[src/rtl/regfile_write_scheduler_pkg.sv]
// regfile_write_scheduler_pkg: shared constants and arbiter state type for the register file write scheduler
package regfile_write_scheduler_pkg;
  localparam int unsigned REG_COUNT = 16;
  localparam int unsigned REG_IDX_W = 5;
  localparam int unsigned DATA_W = 32;
  localparam int unsigned ZERO_REG = 0;
  typedef enum logic [0:0] {IDLE, HELD} state_t;
endpackage

[src/rtl/regfile_write_scheduler_scoreboard.sv]
// regfile_write_scheduler_scoreboard: busy bits for outstanding long-latency destinations and the issue stall compare
module regfile_write_scheduler_scoreboard #(
  parameter int unsigned ADDR_W = 5,
  parameter int unsigned NUM_REGS = 16
) (
  input  logic                clk,
  input  logic                rst,
  input  logic                issue_valid,
  input  logic                issue_long,
  input  logic [ADDR_W-1:0]   issue_rs,
  input  logic [ADDR_W-1:0]   issue_rt,
  input  logic [ADDR_W-1:0]   issue_rd,
  input  logic                clr_en,
  input  logic [ADDR_W-1:0]   clr_rd,
  output logic [NUM_REGS-1:0] busy,
  output logic                stall
);
  import regfile_write_scheduler_pkg::*;
  localparam int unsigned EXT_W = 2 ** ADDR_W;
  logic [NUM_REGS-1:0] r_busy;
  logic [NUM_REGS-1:0] w_next;
  logic [EXT_W-1:0]    w_busy_ext;
  logic                w_set;
  // unimplemented indices read as zero through the widened vector
  assign w_busy_ext = EXT_W'(r_busy);
  assign stall = issue_valid & (w_busy_ext[issue_rs] | w_busy_ext[issue_rt] | w_busy_ext[issue_rd]);
  assign w_set = issue_valid & issue_long & ~stall & (32'(issue_rd) != ZERO_REG) & (32'(issue_rd) < NUM_REGS);
  assign busy = r_busy;
  always_comb begin
    w_next = '0;
    for (int i = 0; i < int'(NUM_REGS); i++)
      w_next[i] = (w_set && issue_rd == ADDR_W'(i)) || (r_busy[i] && !(clr_en && clr_rd == ADDR_W'(i)));
  end
  always_ff @(posedge clk)
    r_busy <= rst ? '0 : w_next;
endmodule

[src/rtl/regfile_write_scheduler.sv]
// regfile_write_scheduler: arbitrates WB and MDU onto the single register file write port with a one-entry MDU hold buffer
module regfile_write_scheduler #(
  parameter int unsigned DATA_W = 32,
  parameter int unsigned ADDR_W = 5,
  parameter int unsigned NUM_REGS = 16
) (
  input  logic                clk,
  input  logic                rst,
  input  logic                wb_valid,
  input  logic [ADDR_W-1:0]   wb_rd,
  input  logic [DATA_W-1:0]   wb_data,
  input  logic                mdu_valid,
  output logic                mdu_ready,
  input  logic [ADDR_W-1:0]   mdu_rd,
  input  logic [DATA_W-1:0]   mdu_data,
  input  logic                issue_valid,
  input  logic                issue_long,
  input  logic [ADDR_W-1:0]   issue_rs,
  input  logic [ADDR_W-1:0]   issue_rt,
  input  logic [ADDR_W-1:0]   issue_rd,
  output logic                stall,
  output logic                rf_we,
  output logic [ADDR_W-1:0]   rf_rd,
  output logic [DATA_W-1:0]   rf_wdata,
  output logic [NUM_REGS-1:0] busy
);
  import regfile_write_scheduler_pkg::*;
  state_t              r_state;
  logic [ADDR_W-1:0]   r_hold_rd;
  logic [DATA_W-1:0]   r_hold_data;
  logic                r_we;
  logic [ADDR_W-1:0]   r_rd;
  logic [DATA_W-1:0]   r_wdata;
  logic                w_xfer;
  logic                w_sel_held;
  logic                w_sel_mdu;
  logic                w_sel_any;
  logic                w_drop;
  logic [ADDR_W-1:0]   w_sel_rd;
  logic [DATA_W-1:0]   w_sel_data;
  assign mdu_ready = r_state == IDLE;
  assign w_xfer = mdu_valid & mdu_ready;
  assign w_sel_held = r_state == HELD && !wb_valid;
  assign w_sel_mdu = w_xfer & ~wb_valid;
  assign w_sel_any = wb_valid | w_sel_held | w_sel_mdu;
  assign w_sel_rd = wb_valid ? wb_rd : w_sel_held ? r_hold_rd : mdu_rd;
  assign w_sel_data = wb_valid ? wb_data : w_sel_held ? r_hold_data : mdu_data;
  assign w_drop = 32'(w_sel_rd) == ZERO_REG || 32'(w_sel_rd) >= NUM_REGS;
  assign rf_we = r_we;
  assign rf_rd = r_rd;
  assign rf_wdata = r_wdata;
  always_ff @(posedge clk) begin
    if (rst) begin
      r_state <= IDLE;
      r_hold_rd <= '0;
      r_hold_data <= '0;
      r_we <= 1'b0;
      r_rd <= '0;
      r_wdata <= '0;
    end else begin
      r_we <= w_sel_any & ~w_drop;
      if (w_sel_any) begin
        r_rd <= w_sel_rd;
        r_wdata <= w_sel_data;
      end
      // WB wins a collision; the accepted MDU result parks until WB goes quiet
      if (w_xfer && wb_valid) begin
        r_state <= HELD;
        r_hold_rd <= mdu_rd;
        r_hold_data <= mdu_data;
      end else if (w_sel_held) begin
        r_state <= IDLE;
      end
    end
  end
  regfile_write_scheduler_scoreboard #(.ADDR_W(ADDR_W), .NUM_REGS(NUM_REGS)) u_sb (
    .clk(clk),
    .rst(rst),
    .issue_valid(issue_valid),
    .issue_long(issue_long),
    .issue_rs(issue_rs),
    .issue_rt(issue_rt),
    .issue_rd(issue_rd),
    .clr_en(w_sel_mdu | w_sel_held),
    .clr_rd(w_sel_held ? r_hold_rd : mdu_rd),
    .busy(busy),
    .stall(stall)
  );
endmodule

[config.mk]
export PLATFORM = sky130hd
export DESIGN_NAME = regfile_write_scheduler
export DESIGN_NICKNAME = d
export VERILOG_FILES = /design/src/rtl/regfile_write_scheduler_pkg.sv /design/src/rtl/regfile_write_scheduler_scoreboard.sv /design/src/rtl/regfile_write_scheduler.sv
export SDC_FILE = /design/constraint.sdc
export NUM_CORES = 1
export LEC_CHECK = 0
export ABC_CLOCK_PERIOD_IN_PS = 3220
export BUFFER_PORTS_ARGS = -buffer_cell sky130_fd_sc_hd__buf_2
export CAP_MARGIN = 10
export CORE_AREA = 2 2 99 110
export CTS_BUF_LIST = sky130_fd_sc_hd__clkbuf_2 sky130_fd_sc_hd__clkbuf_4 sky130_fd_sc_hd__clkbuf_8
export DETAILED_ROUTE_END_ITERATION = 16
export DIE_AREA = 0 0 101 112
export PLACE_DENSITY_LB_ADDON = 0.08
export SLEW_MARGIN = 15
export SYNTH_ARGS = -nofsm -noshare
export SYNTH_HDL_FRONTEND = slang
export SYNTH_SLANG_ARGS = --single-unit
[constraint.sdc]
create_clock -name clk -period 3.22 [get_ports clk]
set_clock_uncertainty 0.05 [all_clocks]
set_input_delay 0.322 -clock clk [delete_from_list [all_inputs] [get_ports clk]]
set_output_delay 0.322 -clock clk [all_outputs]
set_load 0.1 [all_outputs]
==> metrics.txt, run 1 <==
Slew Limit Fails 0; Tot Pwr 2.60 mW; Data required, critical path 2.85 ns; Hold Path Class primary input to flip-flop; Pre-antenna DRT Iters 4; R2R cell count 5; worst hold path depth 3; Worst-Skew Late Latency 0.36 ns; flop2flop setup slack 0.90 ns; DRC Markers 0; maximum fanout along the worst path 16; worst path cell trace mux4_2, mux2i_1, o311ai_4, o21a_1, buf_2; post-synth top area cell dfxtp_1; Vias 4743; Worst EP arrival 2.40 ns; area of the multi-input gates 0.00250 sq mm; DR iter-0 viols 212; status finished clean; P&R area growth vs syn 19.3%; share of cells above drive strength 1 0.253; GR peak layer met2; Routed Antenna Nets 0; max-capacitance violation count 0; Worst Hold Endpoint r_hold_data[4]; Clock Pin Slew Worst Setup and Hold Paths 0.09 ns; clock net sink count 92; Rows 39; max frequency 0.360 GHz; flops & latches, synth just over 90; die area roughly 0.011 sq mm; Period Utilization, post-route 0.862; H-tree Lvls 3; total CTS buffers 9; fin area 0.00560 sq mm; maximum VDD drop 0.237 mV; # fillers 1058; buffers added on ports 150; Inserted Diodes 0; sequential-to-total area share from yosys stat 0.393; setup bufs post-CTS 0; Worst slew margin 0.308; critical path's largest stage delay 0.61 ns; slowest CP cell o311ai_4; LEAKAGE 2.39 nW; Post-CTS Resized 0; HP Start mdu_data[4]; WL final 13.1 mm; Netlist cell types 38; Placement Cell Area 0.00543 sq mm; Worst R2R End u_sb.busy[14]; Fin. Hold Viols 0; TritonCTS clock tree yes; number of synthesized flops with an enable pin 0; Post-Syn Instances 615; most common cell in the synthesized netlist dfxtp_1; yosys warns 0; met1 usage 0.309; top_reg_cell synth dfxtp_1; Vias/cell 5.53; CP endpoint kind output pin; M3 GR Usage 0.0439; ys async rst share 0; Synth Cell Area ~0.0047 sq mm; GRT Residual Overflow 0; Die Wd 101 um; Final setup viols 0; met2 Use GR 0.370; Clock Tree Buf Depth 2; reg2reg start r_state; RSZ-0062 raised after global routing false; critical path buffer and inverter count 1; fin crit period around 2.8 ns; nets 826; RD Place Congestion 0.843; Die Span Y 112 um; largest cells by area after synthesis dfxtp_1 (39%), a21oi_1 (8.0%), nand2_1 (7.2%); IO Pins 151; Post-CTS Hold Fix Bufs 0; register area 0.00184 sq mm; Setup crit start kind flip-flop; global-route wire length before repair about 21 mm; Setup CP Type flip-flop to output pin; pwr dens between 400 and 500 mW/mm^2; Initial Util 0.458; Synth top cells by count dfxtp_1 (92), nand2_1 (90), a21oi_1 (75); Worst path top cell family by delay compound AO/OA/AOI/OAI gates; Clock Root Buffer clkbuf_8; Syn Area/Cell 7.63 sq um; Wirelength per Cell 15.3 um; DP Wirelength 9.12 mm; post-synth top area share 0.393; largest net degree at the start of global routing 97; syn nets 710; setup TNS 0 ns; vias in the first global route 4347; initial antenna violation count 0; pin slew with the least headroom to its limit 1.04 ns; all-layer global routing usage 0.230; core footprint around 0.010 sq mm
[worst register-to-register path, cell delays in order, from the launching register on]
cell      delay (ns)
dfxtp_2         0.80
nand2b_1        0.32
mux2i_1         0.26
or3b_1          0.50
o21ai_1         0.16
o31ai_1         0.08
[worst max-delay path by stage]
stage	from	to	slack, ns	depth (start not counted)
final	u_sb.busy[12]	stall	0.44	5
after global routing	u_sb.busy[15]	stall	0.36	5
after detailed placement	issue_rd[1]	stall	0.66	6
after floorplan	u_sb.busy[13]	stall	0.13	5
after CTS	u_sb.busy[12]	stall	0.44	5
after global placement	issue_rd[1]	stall	0.67	6
[where the power goes]
| group | total, mW | leakage (nW) | internal [mW] | switching, mW |
|---|---|---|---|---|
| Clock | 0.699 | 0.0852 | 0.310 | 0.389 |
| Combinational | 0.667 | 1.55 | 0.164 | 0.503 |
| Sequential | 1.23 | 0.755 | 1.20 | 0.0343 |
| Total | 2.60 | 2.39 | 1.67 | 0.926 |
[layout by cell type (no fill, tap or decap), drive strengths merged, types with 8 or more instances in the layout]
| cell type | Yosys | routed |
|---|---|---|
| o31ai | 13 | 13 |
| o21ai | 22 | 22 |
| clkbuf | 28 | 12 |
| a221oi | 32 | 32 |
| a21oi | 76 | 76 |
| dfxtp | 92 | 92 |
| buf | 24 | 157 |
| nand2 | 90 | 90 |
| nor2b | 18 | 18 |
| nor3 | 35 | 35 |
| mux2i | 15 | 15 |
| nor2 | 71 | 71 |
| nand4 | 10 | 10 |
| nand3 | 11 | 11 |
| nor3b | 8 | 8 |
| inv | 34 | 34 |
[through the flow]
step                 util  hold WS [ns]  instances  worst slack (ns)
detailed placement  0.530         0.394        843             0.659
floorplan               -         0.381        615             0.128
finish              0.546         0.152        857             0.445
CTS                 0.546         0.138        857             0.440
global placement    0.530         0.388        843             0.674
global route        0.546         0.142        857             0.359
[final cells by class]
class                           count  area share
Multi-Input combinational cell    437       0.447
Clock buffer                       12      0.0273
Tap cell                          123      0.0275
Inverter                           34      0.0228
Timing Repair Buffer              157       0.144
Sequential cell                    92       0.329
Clock inverter                      2     0.00224
[cells by family (layout without fill, tap and decap cells)]
family | Yosys count | in the layout | share of synthesized area
and+or+nand+nor | 262 | 262 | 0.258
DFF | 92 | 92 | 0.393
buffers and inverters | 86 | 205 | 0.0739
AOI/OAI and AO/OA | 153 | 153 | 0.210
muxes | 22 | 22 | 0.0656
[flip-flops by register name, summed over array words and instances, names as in the netlist]
register / count
rf_rd: 5
r_state: 1
rf_we: 1
r_hold_data: 32
u_sb.busy: 16
rf_wdata: 32
r_hold_rd: 5
[routing by layer]
| layer | part of all wire | vias to the layer above | wire length [um] |
|---|---|---|---|
| li1 | - | 2372 | - |
| met4 | 0.013 | 0 | 172 |
| met5 | 0 | - | 0 |
| met2 | 0.47 | 141 | 6220 |
| met1 | 0.45 | 2216 | 5940 |
| met3 | 0.058 | 14 | 765 |
No activity file was read; power rests on OpenSTA's default activity.
==> run 2: changes to the inputs <==
CORE_AREA = 2 2 92 102   (was 2 2 99 110)
DIE_AREA = 0 0 94 104   (was 0 0 101 112)
RECOVER_POWER = 25   (was not set)
REMOVE_ABC_BUFFERS = 1   (was not set)
==> run 2 against run 1 <==
Net effect: first-iteration DRC count shrank 9.9%; largest cell class unchanged; utilization rose by 9.0 points; non-clock buffer count is 1 higher; clock power grew 17%; worst hold slack gained 0.0067 ns; sequential share of layout area is 0.052 points higher; combinational power is 1% lower.
==> metrics.txt, run 2 (synthesis gave the netlist of run 1 again) <==
status finished clean (unchanged); Tot Pwr 2.71 mW (was 2.60 mW); Rows 36 (was 39); RD Place Congestion 0.842 (was 0.843); nets 827 (was 826); Period Utilization, post-route 0.851 (was 0.862); fin area 0.00559 sq mm (was 0.00560 sq mm); Die Span Y 104 um (was 112 um); Clock Root Buffer clkbuf_8 (unchanged); Pre-antenna DRT Iters 4 (unchanged); commonest non-fill, non-tap cell in the layout buf_2 (unchanged); total CTS buffers 9 (unchanged); H-tree Lvls 3 (unchanged); Post-CTS Hold Fix Bufs 0 (unchanged); Worst EP arrival 2.37 ns (was 2.40 ns); combinational fraction of design power 0.244 (was 0.257); Final setup viols 0 (unchanged); Initial Util 0.534 (was 0.458); Placement Cell Area 0.00543 sq mm (about the same); Flop pwr share 0.455 (was 0.474); DRC Markers 0 (unchanged); Routed Antenna Nets 0 (unchanged); pin slew with the least headroom to its limit 1.32 ns (was 1.04 ns); CP endpoint kind output pin (unchanged); buffers added on ports 150 (unchanged); initial antenna violation count 0 (unchanged); area of the multi-input gates 0.00250 sq mm (unchanged); Post-CTS Resized 0 (unchanged); Switching Share 0.339 (was 0.357); register area 0.00184 sq mm (unchanged); maximum VDD drop 0.297 mV (was 0.237 mV); Setup CP Type flip-flop to output pin (unchanged); Worst Hold Slack 0.159 ns (was 0.152 ns); Wirelength per Cell 14.8 um (was 15.3 um); P_int 1.79 mW (was 1.67 mW); share of cells above drive strength 1 0.207 (was 0.253); WL final 12.6 mm (was 13.1 mm); Clk pwr share 0.301 (was 0.269); largest net degree at the start of global routing 67 (was 97); IO Pins 151 (unchanged); max-capacitance violation count 0 (unchanged); Worst-Skew Late Latency 0.34 ns (was 0.36 ns); core footprint 0.00878 sq mm (was 0.0102 sq mm); LEAKAGE 2.28 nW (was 2.39 nW); pwr dens 484 mW/mm^2 (was 464 mW/mm^2); DP Wirelength 8.72 mm (was 9.12 mm); Die Wd 94 um (was 101 um); Vias/cell 5.55 (was 5.53); Vias 4717 (was 4743); die area 0.00978 sq mm (was 0.0113 sq mm); Setup crit start kind flip-flop (unchanged); Clock Tree Buf Depth 2 (unchanged); global-route wire length before repair 20.7 mm (was 21.0 mm); GRT Residual Overflow 0 (unchanged); DR iter-0 viols 191 (was 212); clock net sink count 92 (unchanged); leading cell types in the layout, fill and taps excluded buf_2 (114), dfxtp_1 (91), nand2_1 (90), a21oi_1 (75), nor2_1 (71) (was buf_2 (149), dfxtp_1 (91), nand2_1 (90), a21oi_1 (75), nor2_1 (71)); maximum fanout along the worst path 16 (unchanged); # fillers 841 (was 1058); vias in the first global route 4467 (was 4347); Psw 0.919 mW (was 0.926 mW); Worst slew margin 0.121 (was 0.308); setup bufs post-CTS 0 (unchanged); Data required, critical path 2.85 ns (about the same); Clock Pin Slew Worst Setup and Hold Paths 0.09 ns (about the same); Slew Limit Fails 0 (unchanged); all-layer global routing usage 0.258 (was 0.230); fin crit period 2.74 ns (was 2.78 ns); P&R area growth vs syn 19.2% (was 19.3%); max frequency 0.365 GHz (was 0.360 GHz); TritonCTS clock tree yes (unchanged); Fin. Hold Viols 0 (unchanged); Hold Path Class primary input to flip-flop (unchanged); RSZ-0062 raised after global routing false (unchanged); Inserted Diodes 0 (unchanged)
-- run 2: cell count changes in the layout (fill, tap and decap cells not counted), sizes merged --
cell | previous run | this run
clkbuf | 12 | 51
clkinv | 1 | 0
bufinv | 0 | 1
clkinvlp | 1 | 0
buf | 157 | 121
-- run 2: power groups by stage --
stage          clock network [mW]  registers (mW)  logic, mW
2_1_floorplan                   0            1.53      0.190
3_3_place_gp                    0            1.25      0.659
3_5_place_dp                    0            1.26      0.669
4_1_cts                     0.840            1.23      0.671
5_1_grt                     0.881            1.24      0.709
6_report                    0.816            1.23      0.660
-- run 2: worst paths after layout --
| path | start | to | slack [ns] | cells past startpoint |
|---|---|---|---|---|
| max | u_sb.busy[6] | stall | 0.48 | 5 |
| min | mdu_data[12] | r_hold_data[12] | 0.16 | 3 |
| min reg2reg | r_hold_rd[4] | r_hold_rd[4] | 0.40 | 2 |
| max reg2reg | r_state | rf_rd[0] | 0.86 | 5 |
-- run 2: critical path, stage by stage (launching register included) --
cell	delay (ns)
dfxtp_1	0.42
mux4_2	0.27
mux2i_1	0.10
o311ai_4	0.61
o21a_1	0.22
buf_2	0.42
-- run 2: metal layers --
layer	vias to the layer above	share of wire	track usage
met5	-	0	0
met4	0	0.013	0.0839
met3	14	0.052	0.0514
met2	139	0.50	0.428
met1	2188	0.43	0.335
li1	2376	-	-
-- run 2: cell type report --
cell class | instances | area share
clock inverters | 1 | 0.00537
well taps | 114 | 0.0255
repair buffers | 158 | 0.137
inverters | 34 | 0.0228
flip-flops and latches | 92 | 0.330
multi-input cells | 437 | 0.448
clock buffers | 14 | 0.0322
-- run 2: through the flow --
| step | setup TNS (ns) | cells | utilization | setup WS (ns) |
|---|---|---|---|---|
| 2_1_floorplan | -12.72 | 563 | - | -0.344 |
| 3_3_place_gp | 0 | 835 | 0.618 | 0.693 |
| 3_5_place_dp | 0 | 835 | 0.618 | 0.650 |
| 4_1_cts | 0 | 850 | 0.642 | 0.448 |
| 5_1_grt | 0 | 850 | 0.636 | 0.369 |
| 6_report | 0 | 850 | 0.636 | 0.478 |
==> run 3: changes to the inputs <==
==> constraint.sdc (replaced) <==
create_clock -name clk -period 3.22 [get_ports clk]
set_clock_uncertainty 0.05 [all_clocks]
set_input_delay 0.161 -clock clk [delete_from_list [all_inputs] [get_ports clk]]
set_output_delay 0.161 -clock clk [all_outputs]
set_load 0.1 [all_outputs]
==> run 3 against run 2 <==
Net effect: routed wire length grew 6.4%; clock power fell by 12%; combinational power rose by 4.7%; count of clock-buffer cells in the layout rose by 1; total power decreased by 2.3%; non-clock buffer count is 33 higher; critical path depth is the same; highest routed layer unchanged; final area increased by 5.4%; final cell count rose by 4.1%.
==> metrics.txt, run 3 (synthesis gave the netlist of run 1 again) <==
uppermost layer routed met4 (unchanged); Switching Share 0.352 (was 0.339); met1 WL 5.84 mm (was 5.46 mm); crit path launch u_sb.busy[15] (was u_sb.busy[6]); DRC Markers 0 (unchanged); max-capacitance violation count 0 (unchanged); Worst Hold Slack 0.0206 ns (was 0.159 ns); DP Wirelength 9.00 mm (was 8.72 mm); Worst path top cell family by delay compound AO/OA/AOI/OAI gates (unchanged); Rows 36 (unchanged); Data required, critical path 3.01 ns (was 2.85 ns); GRT Residual Overflow 0 (unchanged); Routed Antenna Nets 0 (unchanged); setup TNS 0 ns (unchanged); largest net degree at the start of global routing 64 (was 67); Worst EP arrival 2.44 ns (was 2.37 ns); routed wl met3 860 um (was 659 um); nets 860 (was 827); Final Util 0.671 (was 0.636); DR iter-0 viols 217 (was 191); Hold Path Class primary input to flip-flop (unchanged); critical path's largest stage delay 0.62 ns (was 0.61 ns); RD Place Congestion 0.956 (was 0.842); Clk pwr share 0.272 (was 0.301); max frequency 0.377 GHz (was 0.365 GHz); combinational fraction of design power 0.261 (was 0.244); area of the multi-input gates 0.00250 sq mm (unchanged); Vias/cell 5.58 (was 5.55); buffers added on ports 150 (unchanged); H-tree Lvls 3 (unchanged); commonest non-fill, non-tap cell in the layout buf_2 (unchanged); clock net sink count 92 (unchanged); TritonCTS clock tree yes (unchanged); Die Span Y 104 um (unchanged); Clock Tree Buf Depth 2 (unchanged); Setup crit start kind flip-flop (unchanged); Slew Limit Fails 0 (unchanged); Period Utilization, post-route 0.825 (was 0.851); reg2reg start r_state (unchanged); dpl ws 0.914 ns (was 0.650 ns); Vias 4938 (was 4717); maximum fanout along the worst path 16 (unchanged); WL final 13.4 mm (was 12.6 mm); Wirelength per Cell 15.1 um (was 14.8 um); pin slew with the least headroom to its limit 1.23 ns (was 1.32 ns); total CTS buffers 9 (unchanged); all-layer global routing usage 0.275 (was 0.258); Worst slew margin 0.184 (was 0.121); Final setup viols 0 (unchanged); share of cells above drive strength 1 0.197 (was 0.207); worst path cell trace mux4_2, mux2i_1, o311ai_4, o21a_1, buf_2 (unchanged); fin worst setup slack 0.565 ns (was 0.478 ns); register area 0.00184 sq mm (unchanged); Worst-Skew Late Latency 0.35 ns (was 0.34 ns); fin crit period 2.66 ns (was 2.74 ns); Clock Root Buffer clkbuf_8 (unchanged); slowest CP cell o311ai_4 (unchanged); die area 0.00978 sq mm (unchanged); P_int 1.71 mW (was 1.79 mW); leading cell types in the layout, fill and taps excluded buf_2 (113), dfxtp_1 (91), nand2_1 (90), a21oi_1 (75), nor2_1 (71) (was buf_2 (114), dfxtp_1 (91), nand2_1 (90), a21oi_1 (75), nor2_1 (71)); P&R area growth vs syn 25.6% (was 19.2%); initial antenna violation count 1 (was 0); core footprint 0.00878 sq mm (unchanged); Psw 0.930 mW (was 0.919 mW); maximum VDD drop 0.331 mV (was 0.297 mV); Fin. Hold Viols 0 (unchanged); Initial Util 0.534 (unchanged); setup bufs post-CTS 0 (unchanged); flop2flop setup slack 0.85 ns (was 0.86 ns); # fillers 823 (was 841); status finished clean (unchanged); vias in the first global route 4643 (was 4467); LEAKAGE 2.40 nW (was 2.28 nW); HP Start mdu_rd[2] (was mdu_data[12]); Clock Pin Slew Worst Setup and Hold Paths 0.08 ns (was 0.09 ns); Pre-antenna DRT Iters 5 (was 4); critical path buffer and inverter count 1 (unchanged); global-route wire length before repair 21.9 mm (was 20.7 mm); met2 WL 6.52 mm (was 6.30 mm); Flop pwr share 0.467 (was 0.455); Setup CP Type flip-flop to output pin (unchanged); pwr dens 449 mW/mm^2 (was 484 mW/mm^2); CP endpoint kind output pin (unchanged); IO Pins 151 (unchanged); Die Wd 94 um (unchanged); RSZ-0062 raised after global routing false (unchanged)
[run 3: metrics by stage]
| step | cells | power, mW | instance area [sq um] |
|---|---|---|---|
| after floorplan | 563 | 1.72 | 4470 |
| after global placement | 835 | 1.91 | 5430 |
| after detailed placement | 835 | 1.93 | 5430 |
| after CTS | 882 | 2.67 | 5910 |
| after global routing | 885 | 2.77 | 5890 |
| final | 885 | 2.64 | 5890 |
[run 3: per-layer routing]
layer / vias to the layer above / track usage
met4: 0 / 0.0797
met3: 14 / 0.0594
li1: 2446 / -
met2: 178 / 0.455
met1: 2300 / 0.359
met5: - / 0
[run 3: worst paths after layout]
path                         end  depth (start not counted)
hold / removal      r_hold_rd[2]                          3
setup reg to reg    u_sb.busy[3]                          5
setup / recovery           stall                          5
hold reg to reg   r_hold_data[4]                          2
[run 3: cell type report]
| type | count | share of cell area |
|---|---|---|
| multi-input combinational | 437 | 0.425 |
| sequential | 92 | 0.313 |
| timing repair buffer | 191 | 0.186 |
| clock buffer | 15 | 0.0287 |
| tap | 114 | 0.0242 |
| inverter | 34 | 0.0217 |
| clock inverter | 1 | 0.00149 |
| antenna | 1 | 0.000425 |
[run 3: repair_timing]
action,4_1_cts,5_1_grt
gates resized for setup,0,0
endpoints found under the hold margin,31,2
hold buffers,31,2
[run 3: power by group through the flow]
stage	logic (mW)	registers, mW	clock network, mW
after floorplan	0.190	1.53	0
after global placement	0.657	1.26	0
after detailed placement	0.667	1.26	0
after CTS	0.697	1.23	0.738
after global routing	0.739	1.24	0.792
final	0.691	1.23	0.718
[run 3: worst reg2reg max path, stage by stage (launching register included)]
cell	delay [ns]
dfxtp_2	0.86
nand2b_1	0.31
mux2i_1	0.44
nand3_1	0.26
o21ai_0	0.23
o31ai_1	0.09
